--- src/rtl/line_frame_timer_if.sv ---
// line_frame_timer_if: control and status bundle of the line/frame timing generator.
// master drives start/stop/Mode and observes the timing strobes and counters.
// slave is the timer side.
interface line_frame_timer_if;
    logic        start;
    logic        stop;
    logic [2:0]  Mode;
    logic        f_sync;
    logic        sync;
    logic        endLine;
    logic        endFrame;
    logic        busy;
    logic [11:0] pix_cnt;
    logic [9:0]  line_cnt;
    logic [2:0]  mode_q;

    modport master (
        output start, stop, Mode,
        input  f_sync, sync, endLine, endFrame, busy, pix_cnt, line_cnt, mode_q
    );

    modport slave (
        input  start, stop, Mode,
        output f_sync, sync, endLine, endFrame, busy, pix_cnt, line_cnt, mode_q
    );
endinterface

--- src/rtl/line_frame_timer.sv ---
// line_frame_timer: line/frame timing generator feeding the pattern control FSM.
// Each line is one SYNC cycle, then len ACTIVE cycles (4096 in Regular mode 1,
// PIX_PER_LINE otherwise), then H_BLANK blanking cycles.
// Optional feature macro: LFT_FREERUN_EN. When it is defined, frames repeat
// back to back until stop; otherwise one frame is produced per start.
module line_frame_timer #(
    parameter int PIX_PER_LINE = 1290,
    parameter int LINES        = 64,
    parameter int H_BLANK      = 16
) (
    input logic               clk,
    input logic               rst_n,
    line_frame_timer_if.slave bus
);

    typedef enum logic [1:0] {
        IDLE,
        SYNC,
        ACTIVE,
        BLANK
    } state_t;

    localparam logic [11:0] PIX_LAST   = 12'(PIX_PER_LINE - 1);
    localparam logic [11:0] REG_LAST   = 12'hFFF;
    localparam logic [9:0]  LINE_LAST  = 10'(LINES - 1);
    localparam logic [7:0]  BLANK_LAST = 8'(H_BLANK - 1);

    state_t      state_q, state_d;
    logic [11:0] pix_q, pix_d;
    logic [9:0]  line_q, line_d;
    logic [7:0]  blank_q, blank_d;
    logic [2:0]  mode_lat_q, mode_lat_d;
    logic        sync_q, sync_d;
    logic        f_sync_q, f_sync_d;
    logic        end_line_q, end_line_d;
    logic        end_frame_q, end_frame_d;
    logic        busy_q, busy_d;
    logic [11:0] last_pix;

    assign last_pix = (mode_lat_q == 3'd1) ? REG_LAST : PIX_LAST;

    // Next-state, counter and strobe logic; strobes are derived from the next
    // state so that every output comes straight out of a flop.
    always_comb begin
        state_d    = state_q;
        pix_d      = pix_q;
        line_d     = line_q;
        blank_d    = blank_q;
        mode_lat_d = mode_lat_q;

        if (bus.stop) begin
            state_d = IDLE;
            pix_d   = '0;
            line_d  = '0;
            blank_d = '0;
        end else begin
            unique case (state_q)
                IDLE: begin
                    if (bus.start && (bus.Mode != 3'd0)) begin
                        mode_lat_d = bus.Mode;
                        line_d     = '0;
                        state_d    = SYNC;
                    end
                end
                SYNC: begin
                    pix_d   = '0;
                    state_d = ACTIVE;
                end
                ACTIVE: begin
                    if (pix_q == last_pix) begin
                        pix_d   = '0;
                        blank_d = '0;
                        state_d = BLANK;
                    end else begin
                        pix_d = pix_q + 12'd1;
                    end
                end
                BLANK: begin
                    if (blank_q == BLANK_LAST) begin
                        blank_d = '0;
                        if (line_q == LINE_LAST) begin
                            line_d = '0;
`ifdef LFT_FREERUN_EN
                            mode_lat_d = bus.Mode;
                            state_d    = SYNC;
`else
                            state_d    = IDLE;
`endif
                        end else begin
                            line_d  = line_q + 10'd1;
                            state_d = SYNC;
                        end
                    end else begin
                        blank_d = blank_q + 8'd1;
                    end
                end
                default: state_d = IDLE;
            endcase
        end

        sync_d      = (state_d == SYNC);
        f_sync_d    = sync_d && (line_d == '0);
        end_line_d  = (state_d == BLANK);
        end_frame_d = end_line_d && (line_d == LINE_LAST);
        busy_d      = (state_d != IDLE);
    end

    // State, counters and registered strobes.
    always_ff @(posedge clk or negedge rst_n) begin
        if (!rst_n) begin
            state_q     <= IDLE;
            pix_q       <= '0;
            line_q      <= '0;
            blank_q     <= '0;
            mode_lat_q  <= '0;
            sync_q      <= 1'b0;
            f_sync_q    <= 1'b0;
            end_line_q  <= 1'b0;
            end_frame_q <= 1'b0;
            busy_q      <= 1'b0;
        end else begin
            state_q     <= state_d;
            pix_q       <= pix_d;
            line_q      <= line_d;
            blank_q     <= blank_d;
            mode_lat_q  <= mode_lat_d;
            sync_q      <= sync_d;
            f_sync_q    <= f_sync_d;
            end_line_q  <= end_line_d;
            end_frame_q <= end_frame_d;
            busy_q      <= busy_d;
        end
    end

    assign bus.sync     = sync_q;
    assign bus.f_sync   = f_sync_q;
    assign bus.endLine  = end_line_q;
    assign bus.endFrame = end_frame_q;
    assign bus.busy     = busy_q;
    assign bus.pix_cnt  = pix_q;
    assign bus.line_cnt = line_q;
    assign bus.mode_q   = mode_lat_q;

endmodule
--- src/flat_wrapper.sv ---
// flat-port wrapper written by rule: the top's interface ports become plain ports
module line_frame_timer_flat 
#(
    parameter int PIX_PER_LINE = 1290,
    parameter int LINES        = 64,
    parameter int H_BLANK      = 16
)
  (clk, rst_n, bus_start, bus_stop, bus_Mode, bus_f_sync, bus_sync, bus_endLine, bus_endFrame, bus_busy, bus_pix_cnt, bus_line_cnt, bus_mode_q);
  line_frame_timer_if bus_i ();
  input logic clk;
  input logic rst_n;
  input wire logic [$bits(bus_i.start)-1:0] bus_start;
  input wire logic [$bits(bus_i.stop)-1:0] bus_stop;
  input wire logic [$bits(bus_i.Mode)-1:0] bus_Mode;
  output wire logic [$bits(bus_i.f_sync)-1:0] bus_f_sync;
  output wire logic [$bits(bus_i.sync)-1:0] bus_sync;
  output wire logic [$bits(bus_i.endLine)-1:0] bus_endLine;
  output wire logic [$bits(bus_i.endFrame)-1:0] bus_endFrame;
  output wire logic [$bits(bus_i.busy)-1:0] bus_busy;
  output wire logic [$bits(bus_i.pix_cnt)-1:0] bus_pix_cnt;
  output wire logic [$bits(bus_i.line_cnt)-1:0] bus_line_cnt;
  output wire logic [$bits(bus_i.mode_q)-1:0] bus_mode_q;
  assign bus_i.start = bus_start;
  assign bus_i.stop = bus_stop;
  assign bus_i.Mode = bus_Mode;
  assign bus_f_sync = bus_i.f_sync;
  assign bus_sync = bus_i.sync;
  assign bus_endLine = bus_i.endLine;
  assign bus_endFrame = bus_i.endFrame;
  assign bus_busy = bus_i.busy;
  assign bus_pix_cnt = bus_i.pix_cnt;
  assign bus_line_cnt = bus_i.line_cnt;
  assign bus_mode_q = bus_i.mode_q;
  line_frame_timer #(.PIX_PER_LINE(PIX_PER_LINE), .LINES(LINES), .H_BLANK(H_BLANK)) u_core (.clk(clk), .rst_n(rst_n), .bus(bus_i));
endmodule
--- config.mk ---
export PLATFORM = sky130hd
export DESIGN_NAME = line_frame_timer_flat
export DESIGN_NICKNAME = d
export VERILOG_FILES = /design/src/rtl/line_frame_timer_if.sv /design/src/rtl/line_frame_timer.sv /design/src/flat_wrapper.sv
export SDC_FILE = /design/constraint.sdc
export NUM_CORES = 1
export LEC_CHECK = 0
export CAP_MARGIN = 20
export CELL_PAD_IN_SITES_DETAIL_PLACEMENT = 0
export CELL_PAD_IN_SITES_GLOBAL_PLACEMENT = 1
export CORE_AREA = 8 8 84 86
export DETAILED_ROUTE_END_ITERATION = 10
export DIE_AREA = 0 0 92 94
export HOLD_SLACK_MARGIN = 0.12
export PLACE_DENSITY_LB_ADDON = 0.1
export SETUP_SLACK_MARGIN = 0.02
export SYNTH_ARGS = -nofsm -noshare
export SYNTH_HDL_FRONTEND = slang
export SYNTH_SLANG_ARGS = --single-unit
export TNS_END_PERCENT = 20
--- constraint.sdc ---
create_clock -name clk -period 6.6 [get_ports clk]
set_clock_uncertainty 0.15 [all_clocks]
set_input_delay 1.32 -clock clk [delete_from_list [all_inputs] [get_ports clk]]
set_output_delay 1.32 -clock clk [all_outputs]
set_load 0.03 [all_outputs]
==> results by group <==
Die
  • Die Area: 0.00865 sq mm
  • IO Count: 37
  • Core Rows: 28
  • Core Area: 0.00575 sq mm
  • Die Span X: 92 um
  • Die H: 94 um
  • Starting density of the core: 42.0%

Final layout
  • Fraction of layout cells with a size suffix above 1: 7.77%
  • Nets@finish: 322
  • Final core utilization: 51.5%
  • Post-synthesis to final-layout area growth: 22.6%
  • Antenna Diode Count: 0
  • Filler Cell Count: 531

Synthesis
  • Most frequent cell after synthesis: dfrtp_1
  • Syn Std Cell Area: 0.00241 sq mm
  • Leading area contributor after synthesis: dfrtp_1
  • Leading cell types by total area after synthesis: dfrtp_1 42%, o21ai_0 5.8%, a21oi_1 3.7%, ha_1 3.6%, nand2_1 3.3%
  • Top cell type's share of synthesized area: 41.5%
  • Number of synthesized flops with an enable pin: 0
  • Register area share after synthesis: 41.5%
  • YS warnings: 0
  • Fraction of registers with async set/reset: 100%
  • FF+latch count, synth: 40
  • Mapped Nets: around 290
  • Syn_area_per_cell: about 8.9 sq um
  • Post-synth top cells: 40 x dfrtp_1, 28 x o21ai_0, 21 x nand2_1, 21 x nor2_1, 18 x a21oi_1
  • Netlist cell types: 52
  • Mapped Cells: approximately 270
  • Ys flop type: dfrtp_1

STA
  • Post-route clock period utilization: ~56%
  • Tightest hold margin: 0.387 ns
  • Fin. Hold Viols: 0
  • Max frequency: 0.273 GHz
  • Unrepaired setup endpoints after global routing: false
  • Period minus WS final: 3.67 ns
  • Least-Margin Pin Slew: 0.924 ns
  • Setup ws final: 2.93 ns
  • Final max-slew violation count: 0
  • Setup violations, final: 0
  • Relative slew slack: 38.4%
  • Setup TNS: 0 ns

Pwr
  • Sequential group share of total power: 40.2%
  • Cell internal pwr: between 400 and 500 uW
  • Sw Pwr: 239 uW
  • VDD IR max: 0.165 mV
  • Switch share: around 34%
  • Clock power share: 29.4%
  • Pwr dens: 236 mW/mm^2
  • Comb pwr share: 30.4%
  • P_leak: between 0.001 and 0.0015 uW

Setup path
  • Crit Path Class: primary input to flip-flop
  • Worst path bufs/invs: 2
  • Cell Chain, Critical Path: clkdlybuf4s50_1 > buf_4 > nor2b_1 > nor3b_1 > a32o_1 > or2_2 > or4_4 > nor4_1
  • Max stage delay cell, worst path: or4_4
  • Max FO, Critical Path: 24
  • Crit end category: flip-flop
  • Data arrival, critical path: 3.71 ns
  • Setup crit start kind: primary input
  • Crit-path max cell delay: 0.53 ns
  • Crit path max-delay family: simple AND/OR/NAND/NOR gates
  • Data required, critical path: 6.64 ns

Clocking
  • Worst-skew pair later-pin latency: roughly 0.30 ns
  • Resize count post-CTS: 0
  • CTS sink count: 40
  • Cts hold-fix bufs: 0
  • Total CTS buffers: 5
  • H-tree levels: 2
  • Worst-path clk slew: roughly 0.080 ns
  • Clk buf depth: 2
  • CTS Root Cell: clkbuf_8
  • TritonCTS clock tree: done
  • Post-CTS Setup Repair Bufs: 0

Route
  • Routed via count: 2262
  • 1st-pass router iterations: 4
  • Avg Vias per Cell: slightly below 6
  • DR WL/cell: 17.3 um
  • Initial drt markers: roughly 130
  • DRC viols: 0
  • Final WL: between 6 and 7 mm
  • ANT nets after route: 0

Placed design
  • IO buf count: 36
  • Routability congestion estimate: just over 0.8
  • Final HPWL DP: between 4 and 5 mm
  • Setup Slack @ Placement: 2.66 ns

GRT
  • GRT Util Overall: 15.5%
  • Largest net degree at the start of global routing: 41
  • Number of global-route vias before repair: 2141
  • First-pass GRT wire length: around 11 mm
  • GR Overflow Total: 0
  • Initial antenna violation count: 0

Flow run
  • Max-cap violations: 0

Outcome
  • Outcome: complete, no violations

Worst hold path
  • HP Class: flip-flop to flip-flop
## path summary, 6_finish.rpt
path                       cells after the start  slack [ns]                     to                  from
setup / recovery                               8        2.93      u_core.bus.f_sync              bus_stop
hold / removal                                 1        0.39   u_core.bus.mode_q[2]  u_core.bus.mode_q[2]
setup reg to reg                               6        3.56      u_core.bus.f_sync     u_core.blank_q[5]
hold reg to reg                                1        0.39   u_core.bus.mode_q[2]  u_core.bus.mode_q[2]
max in group asynchronous                      1        4.72      u_core.bus.f_sync                 rst_n
min in group asynchronous                      1        1.00  u_core.bus.pix_cnt[6]                 rst_n
## registers in the layout (all words and copies together) (netlist names)
name                 cells
u_core.bus.sync          1
u_core.blank_q           8
u_core.bus.endLine       1
u_core.bus.endFrame      1
u_core.bus.mode_q        3
u_core.bus.line_cnt     10
u_core.bus.busy          1
u_core.bus.f_sync        1
u_core.state_q           2
u_core.bus.pix_cnt      12
## area by class of cell
| class | instances | area, sq um | area share [%] |
|---|---|---|---|
| Timing Repair Buffer | 38 | 370 | 12.5 |
| Sequential cell | 40 | 1000 | 33.9 |
| Clock inverter | 3 | 42.5 | 1.44 |
| Inverter | 7 | 26.3 | 0.889 |
| Tap cell | 75 | 93.8 | 3.17 |
| Multi-Input combinational cell | 216 | 1350 | 45.8 |
| Clock buffer | 5 | 68.8 | 2.33 |
## metal layers
| metal | track usage (%) | wire length (um) | vias to the layer above |
|---|---|---|---|
| li1 | - | - | 1108 |
| met1 | 20.3 | 3120 | 1081 |
| met2 | 24.1 | 3030 | 63 |
| met3 | 4.40 | 397 | 10 |
| met4 | 5.10 | 97 | 0 |
| met5 | 0 | 0 | - |
## cells by family after synthesis
group	share of synthesized area, %
buf+inv	2.34
compound gates	17.2
fa+ha+maj	3.63
mux	1.82
xor+xnor	0.727
flops	41.5
simple gates	32.7
## layout by cell type (no fill, tap or decap), types with 3 or more instances in the layout
| master | netlist | routed |
|---|---|---|
| ha_1 | 7 | 7 |
| nand4b_1 | 3 | 3 |
| nand3_1 | 14 | 14 |
| nand4_1 | 12 | 12 |
| mux2_2 | 3 | 3 |
| and3_1 | 9 | 9 |
| or3_1 | 5 | 5 |
| and4_1 | 6 | 6 |
| nand2b_1 | 4 | 4 |
| nor2b_1 | 5 | 5 |
| or4_1 | 6 | 6 |
| o21ai_0 | 28 | 28 |
| dfrtp_1 | 40 | 40 |
| and2_1 | 3 | 3 |
| clkdlybuf4s50_1 | 0 | 35 |
| nor4_1 | 6 | 6 |
| nand2_1 | 21 | 21 |
| nor2_1 | 21 | 21 |
| clkbuf_8 | 0 | 5 |
| inv_1 | 7 | 7 |
| a41oi_1 | 3 | 3 |
| nor3_1 | 3 | 3 |
| a31oi_1 | 4 | 4 |
| nand3b_1 | 3 | 3 |
| a21oi_1 | 18 | 18 |
## metrics by stage
step	cells	area, sq um	total power [uW]
floorplan	271	2410	416
global placement	376	2850	500
detailed placement	376	2850	500
CTS	384	2960	708
global route	384	2960	740
finish	384	2960	699
## power groups by stage
stage	combinational, uW	clock, uW	sequential (uW)
global route	232	223	285
finish	213	206	281
global placement	214	0	286
CTS	215	212	281
floorplan	94.9	0	321
detailed placement	214	0	286
(Power assumes the default switching activity.)
==> RTL edit 1, RTL diff (same settings) <==
Encoding of `state_t`: now Gray code (2 bits for 4 states).
--- a/src/rtl/line_frame_timer.sv
+++ b/src/rtl/line_frame_timer.sv
@@ -14,10 +14,10 @@
 );
 
     typedef enum logic [1:0] {
-        IDLE,
-        SYNC,
-        ACTIVE,
-        BLANK
+        IDLE   = 2'b00,
+        SYNC   = 2'b01,
+        ACTIVE = 2'b11,
+        BLANK  = 2'b10
     } state_t;
 
     localparam logic [11:0] PIX_LAST   = 12'(PIX_PER_LINE - 1);
Formal check against the unedited RTL: same outputs for any inputs over 10 cycles, from zero or initial values and one cycle with rst_n low; not proved beyond that.
==> RTL edit 1 against the original RTL <==
Sequential power decreased by 4%. Wire length shrank 4.8%. Area after synthesis down 1.0%. Cell area shrank 2.4%. Worst hold slack improved by 0.00087 ns. First-iteration DRC count is 22% lower. Total power down 14%. Sequential cell count unchanged. Setup slack got worse by 0.0027 ns. Clock power increased by 7%. Largest cell class unchanged. Largest power group unchanged. Highest routed layer unchanged.
==> RTL edit 1: results <==
set metrics [dict create \
    outcome "completed" \
    first_pass_iters 4 \
    fillerInstances 564 \
    htree_levels 2 \
    drt-initial-drc-count 101 \
    ys_types 61 \
    p_per_area_nw_per_um2 208 \
    clock_buffers 7 \
    vias 2113 \
    cts_max_path_buffers 2 \
    layout.nets 299 \
    leakage_nw 1.18 \
    dpl_cell_area_um2 2760 \
    cts_setup_buffers 0 \
    p_sw_share_pct 28.2 \
    signal_buffers 36 \
    clkTransAtPathRegs_ns 0.08 \
    port_buffers 36 \
    multi_input_area_share_pct 42.9 \
    grt_pass1_wl_mm 10.6 \
    yosysWarnings 0 \
    hpwlAfterDp_mm 4.50 \
    final_cells 365 \
    routed_wl_mm 6.32 \
    seq_area_frac_synth_pct 42.0 \
    synth_area_leaders "dfrtp_1, o21ai_0, inv_1, nand2_1, nand3_1" \
    antenna_found_initial 0 \
    clk_share_pct 4.38 \
    dp_cells 357 \
    cts_root_buffer "clkbuf_8" \
    ir_drop_uv 95.9 \
    multi_input_gates 187 \
    final-nonclk-buf-share_pct 12.3 \
    grtUsageTotal_pct 15.0 \
    arrival_ns 3.73 \
    cts_inserted_buffers 5 \
    grt_pass1_vias 2154 \
    final_layout_size_suffix_gt1_share_pct 8.28 \
    grt_max_degree 41 \
    pre_cts_slack_ns 2.60 \
    syn_inst 259 \
    critPathMaxFanout 18 \
    min_path_type "flip-flop to flip-flop" \
    nNonClkInverters 19 \
    worstMarginPinSlew_ns 0.911 \
    clock_latency_ns 0.29 \
    globalplace.congestion 0.835 \
    synth_common_cells "dfrtp_1, o21ai_0, inv_1, nand2_1" \
    synthesis.nets 269 \
    ys_async_sr_fraction_pct 100 \
]
## RTL edit 1: cell types whose count changed in the layout (fill, tap and decap cells not counted), moves of 4 or more
cell	delta
a21oi_1	-8
a2bb2oi_1	+4
and4_1	-4
ha_1	-4
inv_1	+12
nand4_1	-5
nor2_1	-9
o21ai_0	-6
or4_1	-6
## RTL edit 1: cell families (layout without fill, tap and decap cells)
group	after synthesis	after routing	share of synthesized area [%]
compound gates	75	75	21.2
xor+xnor	5	5	1.84
fa+ha+maj	3	3	1.57
buf+inv	32	63	6.19
flops	40	40	42.0
mux	5	5	2.25
simple gates	99	99	25.0
## RTL edit 1: worst paths after layout
check / depth (start not counted) / start / endpoint / slack (ns)
max in group asynchronous: 1 / rst_n / u_core.blank_q[4]$_DFFE_PN0P_ / 4.73
max reg2reg: 5 / u_core.state_q[1]$_DFF_PN0_ / u_core.bus.f_sync$_DFF_PN0_ / 3.95
max: 6 / bus_stop / u_core.bus.pix_cnt[8]$_DFFE_PN0P_ / 2.93
min in group asynchronous: 1 / rst_n / u_core.bus.pix_cnt[1]$_DFFE_PN0P_ / 1.01
min reg2reg: 1 / u_core.blank_q[0]$_DFFE_PN0P_ / u_core.blank_q[0]$_DFFE_PN0P_ / 0.39
min: 1 / u_core.blank_q[0]$_DFFE_PN0P_ / u_core.blank_q[0]$_DFFE_PN0P_ / 0.39
## RTL edit 1: metrics by stage
stage | power [mW] | hold slack (ns)
2_1_floorplan | 0.344 | 0.330
3_3_place_gp | 0.387 | 0.366
3_5_place_dp | 0.386 | 0.368
4_1_cts | 0.606 | 0.389
5_1_grt | 0.627 | 0.408
6_report | 0.601 | 0.388
## RTL edit 1: routing by layer
| layer | vias to the layer above | routed length, µm | GRT usage, % | share of wire, % |
|---|---|---|---|---|
| met2 | 59 | 2990 | 25.3 | 47 |
| met5 | - | 0 | 0 | 0 |
| met1 | 1021 | 2870 | 18.2 | 45 |
| li1 | 1024 | - | - | - |
| met4 | 0 | 89 | 4.83 | 1.4 |
| met3 | 9 | 377 | 4.00 | 6.0 |
## RTL edit 1: power groups by stage
stage | logic, mW | clock network, mW | registers, mW
final | 0.111 | 0.221 | 0.269
after CTS | 0.113 | 0.224 | 0.269
after floorplan | 0.0546 | 0 | 0.289
after global routing | 0.122 | 0.233 | 0.271
after detailed placement | 0.112 | 0 | 0.274
after global placement | 0.113 | 0 | 0.274
## RTL edit 1: critical path: stages
cell and delay [ns]:
clkdlybuf4s50_1 0.74, inv_1 0.49, nand2_1 0.21, or3_1 0.60, a2bb2oi_1 0.21, o22ai_1 0.15
==> RTL edit 2, RTL diff (config.mk and constraints unchanged) <==
Without the edit above. The option `LFT_FREERUN_EN` is turned on by a define.
--- a/src/rtl/line_frame_timer.sv
+++ b/src/rtl/line_frame_timer.sv
@@ -3,6 +3,8 @@
 // PIX_PER_LINE otherwise), then H_BLANK blanking cycles.
 // Optional feature macro: LFT_FREERUN_EN. When it is defined, frames repeat
 // back to back until stop; otherwise one frame is produced per start.
+`define LFT_FREERUN_EN
+
 module line_frame_timer #(
     parameter int PIX_PER_LINE = 1290,
     parameter int LINES        = 64,
Formal check against the unedited RTL: same outputs for any inputs over 10 cycles, from zero or initial values and one cycle with rst_n low; that may be too few to reach the edited logic, so the function may still have changed.
==> RTL edit 2 against the original RTL <==
Sequential cell count unchanged. Core utilization decreased by 3.3 points. Register-to-register slack got worse by 0.10 ns. Area after synthesis decreased by 6.9%. Combinational power increased by 6%. Setup slack got worse by 0.21 ns. Cell area decreased by 6.5%. Wire length decreased by 17%. Total power decreased by 4.7%. Clock power decreased by 24%. Count of clock-buffer cells in the layout increased by 1. Non-clock buffer count unchanged. Critical path type unchanged. Largest cell class unchanged. Largest power group unchanged. Highest routed layer unchanged.
==> RTL edit 2: results <==
set metrics [dict create \
    outcome "completed" \
    design_area_um2 2770 \
    hpwlAfterDp_mm 4.05 \
    synthAdderAreaFrac_pct 4.46 \
    critPathMaxFanout 16 \
    clock_latency_ns 0.29 \
    viasPerCell 5.31 \
    nNonClkInverters 9 \
    pre_cts_slack_ns 2.40 \
    globalplace.congestion 0.750 \
    grt_util_met3_pct 3.28 \
    yosys-mux-area-fraction_pct 1.50 \
    synth_common_cells "dfrtp_1, nor2_1, o21ai_0" \
    ys_types 46 \
    routed_wl_mm 5.53 \
    fillerInstances 566 \
    dpl_cell_area_um2 2680 \
    clk_share_pct 2.81 \
    critPathLaunch "bus_stop" \
    grtUsageTotal_pct 13.3 \
    synthesis.nets 260 \
    synth_area_leaders "dfrtp_1, o21ai_0, nor2_1, ha_1, nand2_1" \
    antenna_found_initial 0 \
    clock_buffers 6 \
    worstReg2RegStart "u_core.blank_q[0]$_DFFE_PN0P_" \
    met2_usage_pct 23.6 \
    arrival_ns 3.93 \
    gr-usage-met1_pct 15.5 \
    leakage_nw 1.15 \
    syn_avg_cell_area_um2 9.17 \
    layout.nets 301 \
    multi_input_area_share_pct 43.0 \
    seq_area_share_pct 36.2 \
    signal_buffers 38 \
    synth_compound_area_share_pct 15.1 \
    seq_area_frac_synth_pct 44.6 \
    multi_input_gates 192 \
    vias 1918 \
    grt_pass1_vias 1954 \
    grt_pass1_wl_mm 9.35 \
    rrSetupSlack_ns 3.46 \
    ff2ff_path_depth 8 \
    dp_cells 353 \
    cts_resized 0 \
    synth_xor_area_share_pct 3.12 \
    min_from "u_core.blank_q[7]$_DFFE_PN0P_" \
    ir_drop_uv 117 \
    final-nonclk-buf-share_pct 13.4 \
    numSequentialCells 40 \
    synth_ff_type "dfrtp_1" \
    synth_area_um2 2250 \
    slew_headroom_pct 39.3 \
    ys_async_sr_fraction_pct 100 \
    drt-initial-drc-count 75 \
    final_layout_size_suffix_gt1_share_pct 7.69 \
]
==> RTL edit 2: power breakdown <==
group | total [mW] | leakage, nW | switching (mW) | internal [mW]
clock network | 0.157 | 0.0410 | 0.0851 | 0.0720
logic | 0.226 | 0.557 | 0.135 | 0.0904
registers | 0.283 | 0.548 | 0.0159 | 0.267
total | 0.666 | 1.15 | 0.236 | 0.430
==> RTL edit 2: worst max-delay path: stages <==
cell and delay, ns:
clkdlybuf4s50_1 0.86, nand2b_1 0.24, or2_2 0.20, o22ai_1 0.10
a22o_1 0.28, nor3b_1 0.16, or4b_4 0.49, nor4_2 0.28
==> RTL edit 2: per-layer routing <==
layer / up-vias / wire length (µm) / share of wire (%)
li1: 962 / - / -
met1: 922 / 2510 / 45
met2: 28 / 2750 / 50
met3: 6 / 202 / 3.7
met4: 0 / 60 / 1.1
met5: - / 0 / 0
==> RTL edit 2: how the worst min path moves through the flow <==
stage                                          to  slack (ns)  cells after the start
global placement    u_core.blank_q[7]$_DFFE_PN0P_        0.32                      1
CTS                 u_core.blank_q[7]$_DFFE_PN0P_        0.34                      1
finish              u_core.blank_q[7]$_DFFE_PN0P_        0.34                      1
global route        u_core.blank_q[7]$_DFFE_PN0P_        0.36                      1
floorplan           u_core.blank_q[7]$_DFFE_PN0P_        0.30                      1
detailed placement  u_core.blank_q[7]$_DFFE_PN0P_        0.33                      1
==> RTL edit 2: kinds of logic (layout without fill, tap and decap cells) <==
logic type,count (synthesis),in the layout
XOR/XNOR,8,8
AND/OR/NAND/NOR,117,117
buffers and inverters,13,54
flip-flops,40,40
adder cells (fa/ha/maj),8,8
multiplexers,3,3
AO/OA/AOI/OAI,56,56
